--- config.mk ---
export PLATFORM = sky130hd
export DESIGN_NAME = bus_arbiter
export DESIGN_NICKNAME = d
export VERILOG_FILES = /design/src/rtl/bus_arbiter_pkg.sv /design/src/rtl/bus_arbiter_rr_picker.sv /design/src/rtl/bus_arbiter.sv
export SDC_FILE = /design/constraint.sdc
export NUM_CORES = 1
export LEC_CHECK = 0
export ABC_AREA = 1
export CORE_MARGIN = 1.5
export CORE_UTILIZATION = 50
export DETAILED_ROUTE_END_ITERATION = 7
export PLACE_DENSITY = 0.71
export SLEW_MARGIN = 20
export SYNTH_ARGS = -nofsm -noshare
export SYNTH_HDL_FRONTEND = slang
export SYNTH_SLANG_ARGS = --single-unit
--- constraint.sdc ---
create_clock -name clock -period 8.2 [get_ports clock]
set_input_delay 0.82 -clock clock [delete_from_list [all_inputs] [get_ports clock]]
set_output_delay 0.82 -clock clock [all_outputs]
set_load 0.02 [all_outputs]
--- src/rtl/bus_arbiter_pkg.sv ---
// Shared definitions for the datapath bus arbiter: source codes, sizes, FSM states
// and small vector helpers used by the arbiter and its round-robin picker.
package bus_arbiter_pkg;

    localparam int N_SRC    = 24;
    localparam int SEL_W    = 5;
    localparam int MAX_HOLD = 8;
    localparam int HOLD_W   = 4;

    localparam logic [SEL_W-1:0]  SEL_IDLE   = 5'd31;
    localparam logic [HOLD_W-1:0] HOLD_LIMIT = 4'd8;

    localparam logic [SEL_W-1:0] SRC_R0     = 5'd0;
    localparam logic [SEL_W-1:0] SRC_R1     = 5'd1;
    localparam logic [SEL_W-1:0] SRC_R2     = 5'd2;
    localparam logic [SEL_W-1:0] SRC_R3     = 5'd3;
    localparam logic [SEL_W-1:0] SRC_R4     = 5'd4;
    localparam logic [SEL_W-1:0] SRC_R5     = 5'd5;
    localparam logic [SEL_W-1:0] SRC_R6     = 5'd6;
    localparam logic [SEL_W-1:0] SRC_R7     = 5'd7;
    localparam logic [SEL_W-1:0] SRC_R8     = 5'd8;
    localparam logic [SEL_W-1:0] SRC_R9     = 5'd9;
    localparam logic [SEL_W-1:0] SRC_R10    = 5'd10;
    localparam logic [SEL_W-1:0] SRC_R11    = 5'd11;
    localparam logic [SEL_W-1:0] SRC_R12    = 5'd12;
    localparam logic [SEL_W-1:0] SRC_R13    = 5'd13;
    localparam logic [SEL_W-1:0] SRC_R14    = 5'd14;
    localparam logic [SEL_W-1:0] SRC_R15    = 5'd15;
    localparam logic [SEL_W-1:0] SRC_HI     = 5'd16;
    localparam logic [SEL_W-1:0] SRC_LO     = 5'd17;
    localparam logic [SEL_W-1:0] SRC_ZHI    = 5'd18;
    localparam logic [SEL_W-1:0] SRC_ZLO    = 5'd19;
    localparam logic [SEL_W-1:0] SRC_PC     = 5'd20;
    localparam logic [SEL_W-1:0] SRC_MDR    = 5'd21;
    localparam logic [SEL_W-1:0] SRC_INPORT = 5'd22;
    localparam logic [SEL_W-1:0] SRC_CSIGN  = 5'd23;

    typedef enum logic [1:0] {
        IDLE  = 2'd0,
        GRANT = 2'd1,
        HOLD  = 2'd2
    } arbState_t;

    // Clearing the lowest set bit leaves something only if two or more bits were set.
    function automatic logic moreThanOne(input logic [N_SRC-1:0] vec);
        return (vec & (vec - {{(N_SRC-1){1'b0}}, 1'b1})) != {N_SRC{1'b0}};
    endfunction

    function automatic logic [N_SRC-1:0] oneHot(input logic [SEL_W-1:0] idx);
        logic [N_SRC-1:0] vec;
        vec      = {N_SRC{1'b0}};
        vec[idx] = 1'b1;
        return vec;
    endfunction

endpackage

--- src/rtl/bus_arbiter_rr_picker.sv ---
// Combinational round-robin picker: first unmasked request at or above rrPtr,
// wrapping from the top source back to source 0.
module bus_arbiter_rr_picker
    import bus_arbiter_pkg::*;
(
    input  logic [N_SRC-1:0] req,
    input  logic [N_SRC-1:0] mask,
    input  logic [SEL_W-1:0] rrPtr,
    output logic             found,
    output logic [SEL_W-1:0] idx
);

    localparam logic [SEL_W:0]   WRAP_EXT = 6'd24;
    localparam logic [SEL_W-1:0] WRAP     = 5'd24;

    logic [N_SRC-1:0] masked_s;
    logic [N_SRC-1:0] rotated_s;
    logic [SEL_W-1:0] offset_s;
    logic [SEL_W:0]   sum_s;

    // Rotate so rrPtr lands on bit 0, priority-encode, then rotate the index back.
    always_comb begin
        masked_s  = req & ~mask;
        rotated_s = (masked_s >> rrPtr) | (masked_s << (WRAP - rrPtr));
        offset_s  = {SEL_W{1'b0}};
        for (int i = N_SRC - 1; i >= 0; i--) begin
            offset_s = rotated_s[i] ? SEL_W'(i) : offset_s;
        end
        found = |rotated_s;
        sum_s = {1'b0, rrPtr} + {1'b0, offset_s};
        if (!found) begin
            idx = SEL_IDLE;
        end else if (sum_s >= WRAP_EXT) begin
            idx = rrPtr + offset_s - WRAP;
        end else begin
            idx = sum_s[SEL_W-1:0];
        end
    end

endmodule

--- src/rtl/bus_arbiter.sv ---
// Round-robin arbiter for the 24-source datapath bus with lock-based multi-cycle
// hold, bounded hold length and registered grant/select outputs.
module bus_arbiter
    import bus_arbiter_pkg::*;
(
    input  logic             clock,
    input  logic             clear,
    input  logic [N_SRC-1:0] req,
    input  logic             lock,
    output logic [N_SRC-1:0] grant,
    output logic [SEL_W-1:0] select_signal,
    output logic             bus_valid,
    output logic             multi_req,
    output logic             hold_timeout
);

    arbState_t         state_r;
    logic [SEL_W-1:0]  rrPtr_r;
    logic [HOLD_W-1:0] holdCnt_r;

    logic             keepBus_s;
    logic             forceRelease_s;
    logic             arbitrate_s;
    logic [N_SRC-1:0] mask_s;
    logic             found_s;
    logic [SEL_W-1:0] winner_s;

    bus_arbiter_rr_picker uPicker (
        .req   (req),
        .mask  (mask_s),
        .rrPtr (rrPtr_r),
        .found (found_s),
        .idx   (winner_s)
    );

    // Decide whether this edge re-arbitrates or extends the current owner's tenure.
    always_comb begin
        keepBus_s      = lock && ((req & grant) != {N_SRC{1'b0}});
        forceRelease_s = (state_r == HOLD) && keepBus_s && (holdCnt_r >= HOLD_LIMIT);
        mask_s         = forceRelease_s ? grant : {N_SRC{1'b0}};
        case (state_r)
            IDLE:    arbitrate_s = 1'b1;
            GRANT:   arbitrate_s = !keepBus_s;
            HOLD:    arbitrate_s = !keepBus_s || forceRelease_s;
            default: arbitrate_s = 1'b1;
        endcase
    end

    // Arbiter FSM with all outputs registered.
    always_ff @(posedge clock or posedge clear) begin
        if (clear) begin
            state_r       <= IDLE;
            rrPtr_r       <= {SEL_W{1'b0}};
            holdCnt_r     <= {HOLD_W{1'b0}};
            grant         <= {N_SRC{1'b0}};
            select_signal <= SEL_IDLE;
            bus_valid     <= 1'b0;
            multi_req     <= 1'b0;
            hold_timeout  <= 1'b0;
        end else if (arbitrate_s) begin
            holdCnt_r    <= {HOLD_W{1'b0}};
            hold_timeout <= hold_timeout | forceRelease_s;
            if (found_s) begin
                state_r       <= GRANT;
                grant         <= oneHot(winner_s);
                select_signal <= winner_s;
                bus_valid     <= 1'b1;
                multi_req     <= moreThanOne(req);
                rrPtr_r       <= (winner_s == SRC_CSIGN) ? {SEL_W{1'b0}} : winner_s + 5'd1;
            end else begin
                state_r       <= IDLE;
                grant         <= {N_SRC{1'b0}};
                select_signal <= SEL_IDLE;
                bus_valid     <= 1'b0;
                multi_req     <= 1'b0;
            end
        end else if (state_r == GRANT) begin
            state_r   <= HOLD;
            holdCnt_r <= 4'd1;
        end else begin
            holdCnt_r <= holdCnt_r + 4'd1;
        end
    end

endmodule
==> results.md <==
- Status: completed
- Synthesized net count: 1,000
- Setup Buffers After CTS: 0
- Die W: 110 um
- Setup crit end kind: register
- Final Wtd Congestion: 0.953
- Antenna Nets Post-Route: 0
- Yosys warns: 0
- Crit-path slowest cell: dfrtp_1
- Via count: 6,542
- RSZ-0062 raised after global routing: false
- Number of global-route vias before repair: 6,079
- Core area: 11,000 um2
- ANT cells: 0
- GRT Total Usage: 33.8%
- Hold Buf Count CTS: 0
- Setup clock skew after layout: 0.00608 ns
- Clock tree buffer depth: 2
- Arrival @ worst endpoint: 6.87 ns
- Largest net degree at the start of global routing: 44
- CTS buffer count: 5
- Layout cell share with drive strength beyond 1: 10.6%
- Via density: 5.86
- PD cells: 84.5 nW/um2
- Rel. slew slack: 34.0%
- FP Rows: 38
- Register area share after synthesis: 19.0%
- First drt pass iteration count: 5
- Clock sinks: 43
- Io pins: 59
- Period utilization: 81.2%
- Commonest cells after routing, fill and taps aside: 295 x nand2_1, 134 x nand3_1, 63 x nor2_1
- Synth top area cells: nand2_1 19%, dfrtp_1 17%, nand3_1 12%
- Worst-margin pin slew: 0.990 ns
- Post-route DRC violation count: 0
- Synth Area per Inst: 6.00 um2
- Drt total wl: 19,400 um
- Final Max Tran Viols: 0
- Req. time, crit path: 8.41 ns
- Clock network power share: 47.5%
- HPWL after DPL: 15,000 um
- H-tree depth: 2
- Grt ovf: 0
- CTS root buffer: clkbuf_16
- Area grow syn2layout: 13.5%
- NetSw: 132 uW
- CP max FO: 27
- Post-synth cell types: 62
- Mapped Area: 5710 um2
- HP Class: register to register
- Setup TNS: 0 ns
- CP dominant cell by count: nor2_1
- Final-stage net count: 1,024
- Initial antenna violation count: 0
- Synthesized instance count: 951
- Crit-path max cell delay: 0.90 ns
- Area share of the largest cell type after synthesis: 19.4%
- DIE AREA: 12,100 um2
- Fmax: 0.150 GHz
- Sw frac: 24.1%
- PostCTS Resize Cnt: 0
- CTS tree: built
- Layout Utilization: 59.0%
- Die height: 110 um
- Post-synth EDFFs: 0
- Wirelength per Cell: 17.4 um
- Crit start category: register
- Clk slew on worst S/H paths: 0.06 ns
- Most common cell after layout, fill and taps aside: nand2_1
- Async SR Flop Fraction: 100%
- Setup CP Type: register to register
- Hold Fails Final Rpt: 0
- Gate power share: 13.7%
- Clk_lat worst skew: 0.29 ns
- Pint: 416 uW
- I/O Buffers: 58
- Initial core utilization: 52.0%
- Maximum vdd drop: 0.000160 V
- Initial DRC count: 798
- Endpoints failing setup: 0
- Max-cap check violation count: 0
- Period minus WS final: 6.66 ns
- Reg power frac: 38.7%
- Ys flop type: dfrtp_1
- Yosys reg bits: 43
- First-pass GRT wire length: 31,500 um
- Static Leak: 0.00307 uW
- Yosys top cell by area: nand2_1
- Hold WS: 0.485 ns
==> state kept, by name, indices dropped and copies added (netlist names) <==
signal and cells:
bus_valid 1, grant 24, holdCnt_r 4, hold_timeout 1, multi_req 1, rrPtr_r 5, select_signal 5, state_r 2
==> worst max-delay path, delay by kind of cell, from the launching register on <==
kind                     cells  cell delay, ns
AO/OA/AOI/OAI                8            1.27
XOR/XNOR                     1            0.19
adder cells (fa/ha/maj)      3            0.87
buffers and inverters        7            1.50
flip-flops                   1            0.90
AND/OR/NAND/NOR             15            1.82
==> area by class of cell <==
| type | instances | area, um2 |
|---|---|---|
| Fill cell | 1136 | 4500 |
| Multi-Input combinational cell | 781 | 4090 |
| Sequential cell | 43 | 1080 |
| Timing Repair Buffer | 67 | 648 |
| Inverter | 77 | 289 |
| Tap cell | 140 | 175 |
| Clock buffer | 5 | 125 |
| Clock inverter | 3 | 71.3 |
==> stage by stage <==
stage          instance area [um2]  instances  power [uW]  setup WS (ns)
2_1_floorplan                 5710        951         257           2.93
3_3_place_gp                  6290       1108         290           1.58
3_5_place_dp                  6290       1108         290           1.50
4_1_cts                       6480       1116         549           1.64
5_1_grt                       6480       1116         565          0.945
6_report                      6480       1116         548           1.54
==> final timing paths <==
check / startpoint / end / slack, ns / cells after the start
worst max-delay path: rrPtr_r[1] / rrPtr_r[3] / 1.54 / 34
worst min-delay path: bus_valid / bus_valid / 0.49 / 2
worst max register to register: rrPtr_r[1] / rrPtr_r[3] / 1.54 / 34
worst min register to register: bus_valid / bus_valid / 0.49 / 2
max in group asynchronous: clear / select_signal[3] / 6.85 / 3
min in group asynchronous: clear / grant[4] / 0.97 / 3
==> routing by layer <==
| metal | up-vias | GRT usage, % | part of all wire, % |
|---|---|---|---|
| li1 | 3238 | - | - |
| met1 | 2980 | 46.4 | 44 |
| met2 | 276 | 54.4 | 46 |
| met3 | 48 | 4.27 | 7.3 |
| met4 | 0 | 11.7 | 2.9 |
| met5 | - | 0 | 0 |
==> synth_stat cells (3+ instances only) <==
cell type and count:
nor2_2 6, buf_2 24, a31oi_1 8, inv_1 57, nor2_4 3, dfrtp_1 38, nor2_1 64, clkbuf_1 20
nand2_1 295, a21oi_1 32, fa_1 4, nand4_1 23, o21ai_2 3, ha_1 18, o211ai_1 4, xnor2_1 4
o22ai_1 5, o21ai_1 58, nand4_2 7, nand3_1 134, a21oi_2 3, inv_2 19, o31ai_1 3, dfstp_2 5
nand2_4 5, o21ai_0 39, xor2_1 6, nand3_2 5, nor3_1 8, nand2_2 15
==> power by group through the flow <==
stage	Clock [uW]	Sequential (uW)	Combinational, uW
6_report	260	212	75.2
5_1_grt	270	212	83.6
4_1_cts	262	212	74.2
3_5_place_dp	0	216	73.9
3_3_place_gp	0	216	74.1
2_1_floorplan	0	216	40.7
==> cells by family after synthesis <==
logic type               after synthesis  synth area share (%)
AO/OA/AOI/OAI                        171                  17.6
XOR/XNOR                              11                  1.82
adder cells (fa/ha/maj)               22                  5.35
buffers and inverters                127                  9.42
flip-flops                            43                  19.0
AND/OR/NAND/NOR                      577                  46.9
(Power assumes the default switching activity.)
